$ cat src/rtl/control_unit_if.sv
// Control unit bus: decode inputs (enable, PC, opcode, mode, ALU flags)
// and the registered control word that drives the datapath.
interface control_unit_if;
    logic        cu_enable;
    logic [15:0] PC;
    logic [3:0]  opcode;
    logic        mode;
    logic        ZF;
    logic        NF;

    logic [1:0]  SrcPc;
    logic        SrcRW;
    logic        SrcRB;
    logic        SrcRA;
    logic        RegW;
    logic        SrcA;
    logic        SrcB;
    logic [1:0]  ALUOp;
    logic        MemAddSrc;
    logic        DataInSrc;
    logic        MemW;
    logic        MemR;
    logic [1:0]  WB;
    logic        TakeExt1;
    logic        TakeExt2;
    logic        byte_en;

    // Master side: the pipeline stage that feeds decode inputs and consumes controls
    modport master (
        output cu_enable, PC, opcode, mode, ZF, NF,
        input  SrcPc, SrcRW, SrcRB, SrcRA, RegW, SrcA, SrcB, ALUOp,
               MemAddSrc, DataInSrc, MemW, MemR, WB, TakeExt1, TakeExt2, byte_en
    );

    // Slave side: the control unit itself
    modport slave (
        input  cu_enable, PC, opcode, mode, ZF, NF,
        output SrcPc, SrcRW, SrcRB, SrcRA, RegW, SrcA, SrcB, ALUOp,
               MemAddSrc, DataInSrc, MemW, MemR, WB, TakeExt1, TakeExt2, byte_en
    );
endinterface

$ cat src/rtl/control_unit.sv
// Main control unit of the 16-bit single-issue RISC core.
// Decodes opcode/mode, resolves branches from ZF/NF and registers the
// complete control word (one clock of latency).
// Optional feature macro: CU_STRICT_DECODE_EN -- when defined, mode=1 on any
// opcode that does not use the mode bit (everything but LB and branches)
// is treated as an illegal encoding and issues a bubble.
module control_unit (
    input  logic          clk,
    input  logic          rst,
    control_unit_if.slave bus
);
    typedef enum logic [3:0] {
        OP_AND  = 4'b0000,
        OP_ADD  = 4'b0001,
        OP_SUB  = 4'b0010,
        OP_ANDI = 4'b0011,
        OP_ADDI = 4'b0100,
        OP_LW   = 4'b0101,
        OP_LB   = 4'b0110,
        OP_SW   = 4'b0111,
        OP_BGT  = 4'b1000,
        OP_BLT  = 4'b1001,
        OP_BEQ  = 4'b1010,
        OP_BNE  = 4'b1011,
        OP_JMP  = 4'b1100,
        OP_CALL = 4'b1101,
        OP_RET  = 4'b1110,
        OP_SV   = 4'b1111
    } opcode_e;

    typedef struct packed {
        logic [1:0] SrcPc;
        logic       SrcRW;
        logic       SrcRB;
        logic       SrcRA;
        logic       RegW;
        logic       SrcA;
        logic       SrcB;
        logic [1:0] ALUOp;
        logic       MemAddSrc;
        logic       DataInSrc;
        logic       MemW;
        logic       MemR;
        logic [1:0] WB;
        logic       TakeExt1;
        logic       TakeExt2;
        logic       byte_en;
    } ctrl_t;

    opcode_e w_op;
    ctrl_t   w_decode;
    ctrl_t   r_ctrl;
    logic    w_taken;
    logic    w_bubble;
    logic    w_unusedPc;

    assign w_op = opcode_e'(bus.opcode);

    // PC is reserved on this interface; it is deliberately kept out of the decode
    assign w_unusedPc = ^bus.PC;

`ifdef CU_STRICT_DECODE_EN
    assign w_bubble = !bus.cu_enable ||
                      (bus.mode && !((w_op == OP_LB) || (bus.opcode[3:2] == 2'b10)));
`else
    assign w_bubble = !bus.cu_enable;
`endif

    // Branch condition from the flags present at this edge
    always_comb begin
        w_taken = 1'b0;
        case (w_op)
            OP_BGT:  w_taken = bus.NF;
            OP_BLT:  w_taken = !bus.NF && !bus.ZF;
            OP_BEQ:  w_taken = bus.ZF;
            OP_BNE:  w_taken = !bus.ZF;
            default: w_taken = 1'b0;
        endcase
    end

    // Opcode decode into a control word; unlisted fields stay zero
    always_comb begin
        w_decode = '0;
        case (w_op)
            OP_AND: begin
                w_decode.RegW  = 1'b1;
                w_decode.ALUOp = 2'b00;
            end
            OP_ADD: begin
                w_decode.RegW  = 1'b1;
                w_decode.ALUOp = 2'b01;
            end
            OP_SUB: begin
                w_decode.RegW  = 1'b1;
                w_decode.ALUOp = 2'b10;
            end
            OP_ANDI: begin
                w_decode.RegW  = 1'b1;
                w_decode.SrcB  = 1'b1;
                w_decode.ALUOp = 2'b00;
            end
            OP_ADDI: begin
                w_decode.RegW     = 1'b1;
                w_decode.SrcB     = 1'b1;
                w_decode.TakeExt1 = 1'b1;
                w_decode.ALUOp    = 2'b01;
            end
            OP_LW: begin
                w_decode.RegW     = 1'b1;
                w_decode.SrcB     = 1'b1;
                w_decode.TakeExt1 = 1'b1;
                w_decode.ALUOp    = 2'b01;
                w_decode.MemR     = 1'b1;
                w_decode.WB       = 2'b01;
            end
            OP_LB: begin
                w_decode.RegW     = 1'b1;
                w_decode.SrcB     = 1'b1;
                w_decode.TakeExt1 = 1'b1;
                w_decode.ALUOp    = 2'b01;
                w_decode.MemR     = 1'b1;
                w_decode.WB       = 2'b10;
                w_decode.byte_en  = 1'b1;
                w_decode.TakeExt2 = bus.mode;
            end
            OP_SW: begin
                w_decode.SrcB     = 1'b1;
                w_decode.TakeExt1 = 1'b1;
                w_decode.ALUOp    = 2'b01;
                w_decode.SrcRB    = 1'b1;
                w_decode.MemW     = 1'b1;
            end
            OP_BGT, OP_BLT, OP_BEQ, OP_BNE: begin
                w_decode.SrcRB    = 1'b1;
                w_decode.ALUOp    = 2'b10;
                w_decode.TakeExt1 = 1'b1;
                w_decode.SrcA     = bus.mode;
                w_decode.SrcPc    = w_taken ? 2'b01 : 2'b00;
            end
            OP_JMP: begin
                w_decode.SrcPc = 2'b10;
            end
            OP_CALL: begin
                w_decode.SrcPc = 2'b10;
                w_decode.RegW  = 1'b1;
                w_decode.SrcRW = 1'b1;
                w_decode.WB    = 2'b11;
            end
            OP_RET: begin
                w_decode.SrcPc = 2'b11;
                w_decode.SrcRA = 1'b1;
            end
            OP_SV: begin
                w_decode.MemW      = 1'b1;
                w_decode.MemAddSrc = 1'b1;
                w_decode.DataInSrc = 1'b1;
                w_decode.TakeExt1  = 1'b1;
            end
            default: w_decode = '0;
        endcase
    end

    // Control word register: reset wins, then bubbles, then the decoded word
    always_ff @(posedge clk) begin
        if (rst) begin
            r_ctrl <= '0;
        end else if (w_bubble) begin
            r_ctrl <= '0;
        end else begin
            r_ctrl <= w_decode;
        end
    end

    assign bus.SrcPc     = r_ctrl.SrcPc;
    assign bus.SrcRW     = r_ctrl.SrcRW;
    assign bus.SrcRB     = r_ctrl.SrcRB;
    assign bus.SrcRA     = r_ctrl.SrcRA;
    assign bus.RegW      = r_ctrl.RegW;
    assign bus.SrcA      = r_ctrl.SrcA;
    assign bus.SrcB      = r_ctrl.SrcB;
    assign bus.ALUOp     = r_ctrl.ALUOp;
    assign bus.MemAddSrc = r_ctrl.MemAddSrc;
    assign bus.DataInSrc = r_ctrl.DataInSrc;
    assign bus.MemW      = r_ctrl.MemW;
    assign bus.MemR      = r_ctrl.MemR;
    assign bus.WB        = r_ctrl.WB;
    assign bus.TakeExt1  = r_ctrl.TakeExt1;
    assign bus.TakeExt2  = r_ctrl.TakeExt2;
    assign bus.byte_en   = r_ctrl.byte_en;
endmodule

$ cat src/flat_wrapper.sv
// flat-port wrapper written by rule: the top's interface ports become plain ports
module control_unit_flat 
  (clk, rst, bus_cu_enable, bus_PC, bus_opcode, bus_mode, bus_ZF, bus_NF, bus_SrcPc, bus_SrcRW, bus_SrcRB, bus_SrcRA, bus_RegW, bus_SrcA, bus_SrcB, bus_ALUOp, bus_MemAddSrc, bus_DataInSrc, bus_MemW, bus_MemR, bus_WB, bus_TakeExt1, bus_TakeExt2, bus_byte_en);
  control_unit_if bus_i ();
  input  logic clk;
  input  logic rst;
  input wire logic [$bits(bus_i.cu_enable)-1:0] bus_cu_enable;
  input wire logic [$bits(bus_i.PC)-1:0] bus_PC;
  input wire logic [$bits(bus_i.opcode)-1:0] bus_opcode;
  input wire logic [$bits(bus_i.mode)-1:0] bus_mode;
  input wire logic [$bits(bus_i.ZF)-1:0] bus_ZF;
  input wire logic [$bits(bus_i.NF)-1:0] bus_NF;
  output wire logic [$bits(bus_i.SrcPc)-1:0] bus_SrcPc;
  output wire logic [$bits(bus_i.SrcRW)-1:0] bus_SrcRW;
  output wire logic [$bits(bus_i.SrcRB)-1:0] bus_SrcRB;
  output wire logic [$bits(bus_i.SrcRA)-1:0] bus_SrcRA;
  output wire logic [$bits(bus_i.RegW)-1:0] bus_RegW;
  output wire logic [$bits(bus_i.SrcA)-1:0] bus_SrcA;
  output wire logic [$bits(bus_i.SrcB)-1:0] bus_SrcB;
  output wire logic [$bits(bus_i.ALUOp)-1:0] bus_ALUOp;
  output wire logic [$bits(bus_i.MemAddSrc)-1:0] bus_MemAddSrc;
  output wire logic [$bits(bus_i.DataInSrc)-1:0] bus_DataInSrc;
  output wire logic [$bits(bus_i.MemW)-1:0] bus_MemW;
  output wire logic [$bits(bus_i.MemR)-1:0] bus_MemR;
  output wire logic [$bits(bus_i.WB)-1:0] bus_WB;
  output wire logic [$bits(bus_i.TakeExt1)-1:0] bus_TakeExt1;
  output wire logic [$bits(bus_i.TakeExt2)-1:0] bus_TakeExt2;
  output wire logic [$bits(bus_i.byte_en)-1:0] bus_byte_en;
  assign bus_i.cu_enable = bus_cu_enable;
  assign bus_i.PC = bus_PC;
  assign bus_i.opcode = bus_opcode;
  assign bus_i.mode = bus_mode;
  assign bus_i.ZF = bus_ZF;
  assign bus_i.NF = bus_NF;
  assign bus_SrcPc = bus_i.SrcPc;
  assign bus_SrcRW = bus_i.SrcRW;
  assign bus_SrcRB = bus_i.SrcRB;
  assign bus_SrcRA = bus_i.SrcRA;
  assign bus_RegW = bus_i.RegW;
  assign bus_SrcA = bus_i.SrcA;
  assign bus_SrcB = bus_i.SrcB;
  assign bus_ALUOp = bus_i.ALUOp;
  assign bus_MemAddSrc = bus_i.MemAddSrc;
  assign bus_DataInSrc = bus_i.DataInSrc;
  assign bus_MemW = bus_i.MemW;
  assign bus_MemR = bus_i.MemR;
  assign bus_WB = bus_i.WB;
  assign bus_TakeExt1 = bus_i.TakeExt1;
  assign bus_TakeExt2 = bus_i.TakeExt2;
  assign bus_byte_en = bus_i.byte_en;
  control_unit u_core (.clk(clk), .rst(rst), .bus(bus_i));
endmodule
$ cat config.mk
export PLATFORM = sky130hd
export DESIGN_NAME = control_unit_flat
export DESIGN_NICKNAME = d
export VERILOG_FILES = /design/src/rtl/control_unit_if.sv /design/src/rtl/control_unit.sv /design/src/flat_wrapper.sv
export SDC_FILE = /design/constraint.sdc
export NUM_CORES = 1
export LEC_CHECK = 0
export BUFFER_PORTS_ARGS = -buffer_cell sky130_fd_sc_hd__buf_4
export CORE_MARGIN = 2
export CORE_UTILIZATION = 40
export CTS_BUF_LIST = sky130_fd_sc_hd__clkbuf_4 sky130_fd_sc_hd__clkbuf_8 sky130_fd_sc_hd__clkbuf_16
export DETAILED_ROUTE_END_ITERATION = 7
export GPL_ROUTABILITY_DRIVEN = 0
export PLACE_DENSITY = 0.79
export SLEW_MARGIN = 20
export SYNTH_ARGS = -nofsm -noshare
export SYNTH_HDL_FRONTEND = slang
export SYNTH_SLANG_ARGS = --single-unit
$ cat constraint.sdc
create_clock -name clk -period 1.2 [get_ports clk]
set_input_delay 0 -clock clk [delete_from_list [all_inputs] [get_ports clk]]
set_output_delay 0 -clock clk [all_outputs]
set_load 0.005 [all_outputs]
# After elaboration in Yosys (flattened, before gate mapping)
# Index checks and enable logic that the tools add are counted.
[totals] word_cells=66 output_inout_bits=19 latch_bits=0 n_memories=0 regBits=19 mem_bits_ro=0 ram_bits=0 input_bits=26
[classes] n_eq_ne=15 n_addsub=0 muxes=15 n_lt_le_gt_ge=0 bitwise_logic=3 n_div=0 shifts=0 reduce_logical=17 n_mul=0
[op_table] op="$eq 4x4->1 const B" count=8
[op_table] op="$reduce_or 5->1" count=4
[op_table] op="$eq 4x3->1 const B" count=4
[op_table] op="$pmux 2 s3" count=2
[op_table] op="$mux 1" count=10
[op_table] op="$reduce_or 9->1" count=1
[op_table] op="$eq 4x2->1 const B" count=2
[op_table] op="$reduce_or 2->1" count=4
[op_table] op="$reduce_or 8->1" count=1
[op_table] op="$reduce_or 3->1" count=2
[op_table] op="$eq 4x1->1 const B" count=1
[op_table] op="$logic_not 4->1" count=1
[op_table] op="$pmux 1 s4" count=1
[op_table] op="$pmux 2 s2" count=1
[op_table] op="$reduce_or 4->1" count=1
[op_table] op="$not 1->1" count=3
[op_table] op="$logic_not 1->1" count=2
[op_table] op="$mux 2" count=1
[op_table] op="$logic_and 1x1->1" count=1

# Logic depth before layout (Yosys ltp)
[depth] ltp_word=5 mapped_depth=4

# Worst setup path after synthesis
# Ideal clock, no wire load.
[synth_timing] path_kind="input to register" start="input port bus_opcode[1]" end="register u_core.r_ctrl, in the netlist u_core.bus.SrcPc[0]" slack_ps=426 setup_time_ps=74 required_ps=1126 t_arrival_ps=700 cell_stages=4 path_buffers=1 path_cell_list="buf_6 -> nor2b_2 -> or4b_1 -> a31oi_1"
[synth_via] elab_chain_cells=4 word_cells_on_any_way=12
[synth_rtl] element="start: declaration" line="flat_wrapper.sv:9" text="input wire logic [$bits(bus_i.opcode)-1:0] bus_opcode;"
[synth_rtl] element="$eq 4x4->1" line="control_unit.sv:72, control_unit.sv:84"
[synth_rtl] element="$pmux 1 s4" line="control_unit.sv:72" text="case (w_op)"
[synth_rtl] element="$mux 1" line="control_unit.sv:138" text="w_decode.SrcPc = w_taken ? 2'b01 : 2'b00;"
[synth_rtl] element="$pmux 2 s3 (*)" line="control_unit.sv:84" text="case (w_op)"
[synth_rtl] element="end signal: assignment" line="control_unit.sv:170" text="r_ctrl <= w_decode;"
[synth_rtl] element="end: declaration" line="control_unit.sv:52" text="ctrl_t r_ctrl;"
# Every way passes the cells marked *; elsewhere a longest branch is shown, timed or not.
# A chain may end at the register's enable or synchronous reset.

# Worst setup path in the final report
[layout_timing] start="input port bus_opcode[2]" end="register u_core.r_ctrl, in the netlist u_core.bus.SrcPc[0]"
# The elaborated chain is that of the path after synthesis.

==> metrics.csv <==
stage,metric,value,unit
run_status,outcome,"complete, no violations",
power,Lkg Pwr,0.408,nW
grt,first-pass GRT wire length,1990,µm
power,Clk pwr share,27.0,%
timing,max_slew headroom,82.3,%
min_path,HP Start,bus_cu_enable,
yosys,Compound-Gate Fraction of Synth Area,11.0,%
yosys,"flops & latches, synth",18,
setup_path,Buf/Inv on CP,2,
floorplanning,# rows,14,
yosys,Post-Syn Nets,89,
setup_path,CP cell instances,dlygate4sd3_1 > buf_4 > or4b_1 > a31oi_1,
yosys,mapped cell area,624,µm²
yosys,Post-synth EDFFs,0,
yosys,most instantiated cells after synthesis,"dfxtp_1, nor2_1, nand2_1",
power,Switching Fraction,21.4,%
clock_network,post-CTS sizing,0,
clock_network,CTS Buf Count,3,
yosys,YS warnings,0,
yosys,Post-Synth Simple-Gate Area,26.1,%
clock_network,clk buf depth,2,
yosys,adder-cell share of the synthesized area,0,%
yosys,Cells after Synth,63,
clock_network,CTS tree,built,
detailed_routing,via count,573,
yosys,Synth area leader,dfxtp_1,
cells_and_area,fin nets,124,
setup_path,"CP delay by family, top",buffers and inverters,
detailed_routing,initial drt markers,8,
clock_network,H-tree levels,1,
setup_path,Worst EP arrival,1.37,ns
detailed_routing,router iterations before antenna repair,4,
floorplanning,die footprint,1890,µm²
detailed_routing,via/cell ratio,5.12,
detailed_routing,Post-Route WL,1290,µm
yosys,mux cell area share after synthesis,0,%
floorplanning,Core Region,1490,µm²
setup_path,CP Class,primary input to register,
clock_network,hold_buf cts,7,
timing,setup TNS,0,ns
grt,vias in the first global route,507,
timing,Fmax achieved,0.864,GHz
detailed_routing,drt wl/cell,11.5,µm
clock_network,"Clk pin slew, worst setup/hold paths",0.09,ns
yosys,register area share after synthesis,57.7,%
clock_network,postcts setup bufs,0,
grt,antenna violations before repair,0,
setup_path,CP max-delay cell,dlygate4sd3_1,
yosys,most common cell in the netlist,dfxtp_1,
power,P_sw,0.000217,W
cells_and_area,share of cells above drive strength 1,33.3,%
cells_and_area,area grow syn2layout,46.5,%
cells_and_area,footprint of the multi-input gates,231,µm²
timing,Final WS setup,0.0420,ns
yosys,Synth Area in XOR/XNOR,0,%
clock_network,Sink Count,18,
power,Worst VDD drop,0.642,mV
yosys,largest family of logic cells by synthesized area,simple AND/OR/NAND/NOR gates,
yosys,Mapped Avg Cell Area,9.91,µm²
grt,largest net degree at the start of global routing,17,
grt,total track usage,14.6,%
detailed_routing,detailed-route DRC error count,0,
grt,Overflow after GRT,0,
clock_network,Clock Tree Root,clkbuf_4,
detailed_routing,Detail Route Antenna Nets,0,
yosys,"Distinct cells, synth",25,
timing,Worst Max-Slew Pin Slew,0.264,ns
placed_design,I/O Buffers,28,
yosys,top post-synthesis cells by area,"dfxtp_1, nor2_1, nand2b_1",
timing,crit share post-route,96.5,%
placed_design,Post-Place Worst Slack,0.273,ns
min_path,hold path cells,3,
setup_path,startpoint types,primary input,
yosys,top cell type's share of synthesized area,57.7,%
cells_and_area,Ant. Diodes,0,
timing,count of pins over their slew limit,0,
timing,final setup vio count,0,
timing,RSZ-0062 raised after global routing,no,
timing,Hold Slack,0.0674,ns
setup_path,CP Capture Type,register,
yosys,ys async rst share,0,%
setup_path,CP max FO,16,
floorplanning,Top-Level Pins,45,
yosys,Main synth FF type,dfxtp_1,
cells_and_area,register area,360,µm²
run,maxcap violations,0,
power,Comb power frac,12.5,%
timing,crit path time final,1.16,ns
floorplanning,Initial Util,41.9,%
floorplanning,Die Height,43.5,µm
cells_and_area,Fillers,132,
setup_path,delay of the slowest critical-path stage,0.53,ns
power,Seq pwr share,60.5,%
min_path,hold path endpoint,u_core.bus.SrcRB,
timing,final hold vios,0,
min_path,Hold WC Path Type,primary input to register,
placed_design,hpwl dp,885,µm
power,P_int,0.000798,W
setup_path,CP Data Required Time,1.41,ns
power,power density cells,1110,nW/µm²
floorplanning,Die Width,43.5,µm
==> power groups by stage <==
stage / sequential, W / clock (W) / combinational (W)
after floorplan: 0.000630 / 0 / 0.0000550
after global placement: 0.000628 / 0 / 0.000104
after detailed placement: 0.000629 / 0 / 0.000107
after CTS: 0.000615 / 0.000288 / 0.000125
after global routing: 0.000616 / 0.000317 / 0.000139
final: 0.000614 / 0.000274 / 0.000127
==> routing by layer <==
metal / GRT usage (%) / vias to the layer above / routed length [µm]
met4: 12.7 / 0 / 22
met1: 14.5 / 272 / 469
met2: 26.9 / 19 / 752
met3: 1.25 / 2 / 45
li1: - / 280 / -
met5: 0 / - / 0
==> through the flow <==
step	area, µm²	std cells	total power, W	util, %
2_1_floorplan	624	63	0.000685	-
3_3_place_gp	822	102	0.000732	55.2
3_5_place_dp	822	102	0.000736	55.2
4_1_cts	915	112	0.00103	61.4
5_1_grt	915	112	0.00107	61.4
6_report	915	112	0.00102	61.4
==> state kept, by name, indices dropped and copies added (netlist names) <==
name,count
u_core.bus.TakeExt1,1
u_core.bus.WB,2
u_core.bus.RegW,1
u_core.bus.TakeExt2,1
u_core.bus.ALUOp,2
u_core.bus.SrcRW,1
u_core.bus.SrcRB,1
u_core.bus.byte_en,1
u_core.bus.SrcA,1
u_core.bus.SrcPc,2
u_core.bus.MemAddSrc,1
u_core.bus.SrcRA,1
u_core.bus.SrcB,1
u_core.bus.MemR,1
u_core.bus.MemW,1
==> how the worst max path moves through the flow <==
stage | end | from | cells past startpoint
after floorplan | u_core.bus.SrcPc[0] | bus_opcode[1] | 4
after global placement | u_core.bus.SrcPc[0] | bus_NF | 4
after detailed placement | u_core.bus.SrcPc[0] | bus_NF | 4
after CTS | u_core.bus.SrcPc[0] | bus_opcode[2] | 4
after global routing | u_core.bus.SrcPc[0] | bus_opcode[2] | 4
final | u_core.bus.SrcPc[0] | bus_opcode[2] | 4
==> final cells by class <==
| type | count | area share [%] |
|---|---|---|
| flip-flops and latches | 18 | 39.4 |
| clock buffers | 3 | 2.46 |
| repair buffers | 35 | 30.6 |
| multi-input cells | 40 | 25.3 |
| well taps | 16 | 2.19 |
==> logic make-up after synthesis <==
family | count (synthesis)
and+or+nand+nor | 29
DFF | 18
AOI/OAI and AO/OA | 11
buffers and inverters | 5
==> layout by cell type, fill, tap and decap left out, drive strengths merged, types with 2 or more instances in the layout <==
cell type    count
a31oi            2
nor3b            2
clkbuf           3
a21oi            3
and2b            2
nor3             3
buf             28
dfxtp           18
o21ai            2
nand2            4
nor2b            3
nand2b           3
dlygate4sd3      7
nor2             7
==> tightest hold or removal path: cells and delay by family <==
family,cells,cell delay [ns]
buf+inv,1,0.12
simple gates,1,0.12
compound gates,1,0.06
Power figures use the tool's default switching activity.
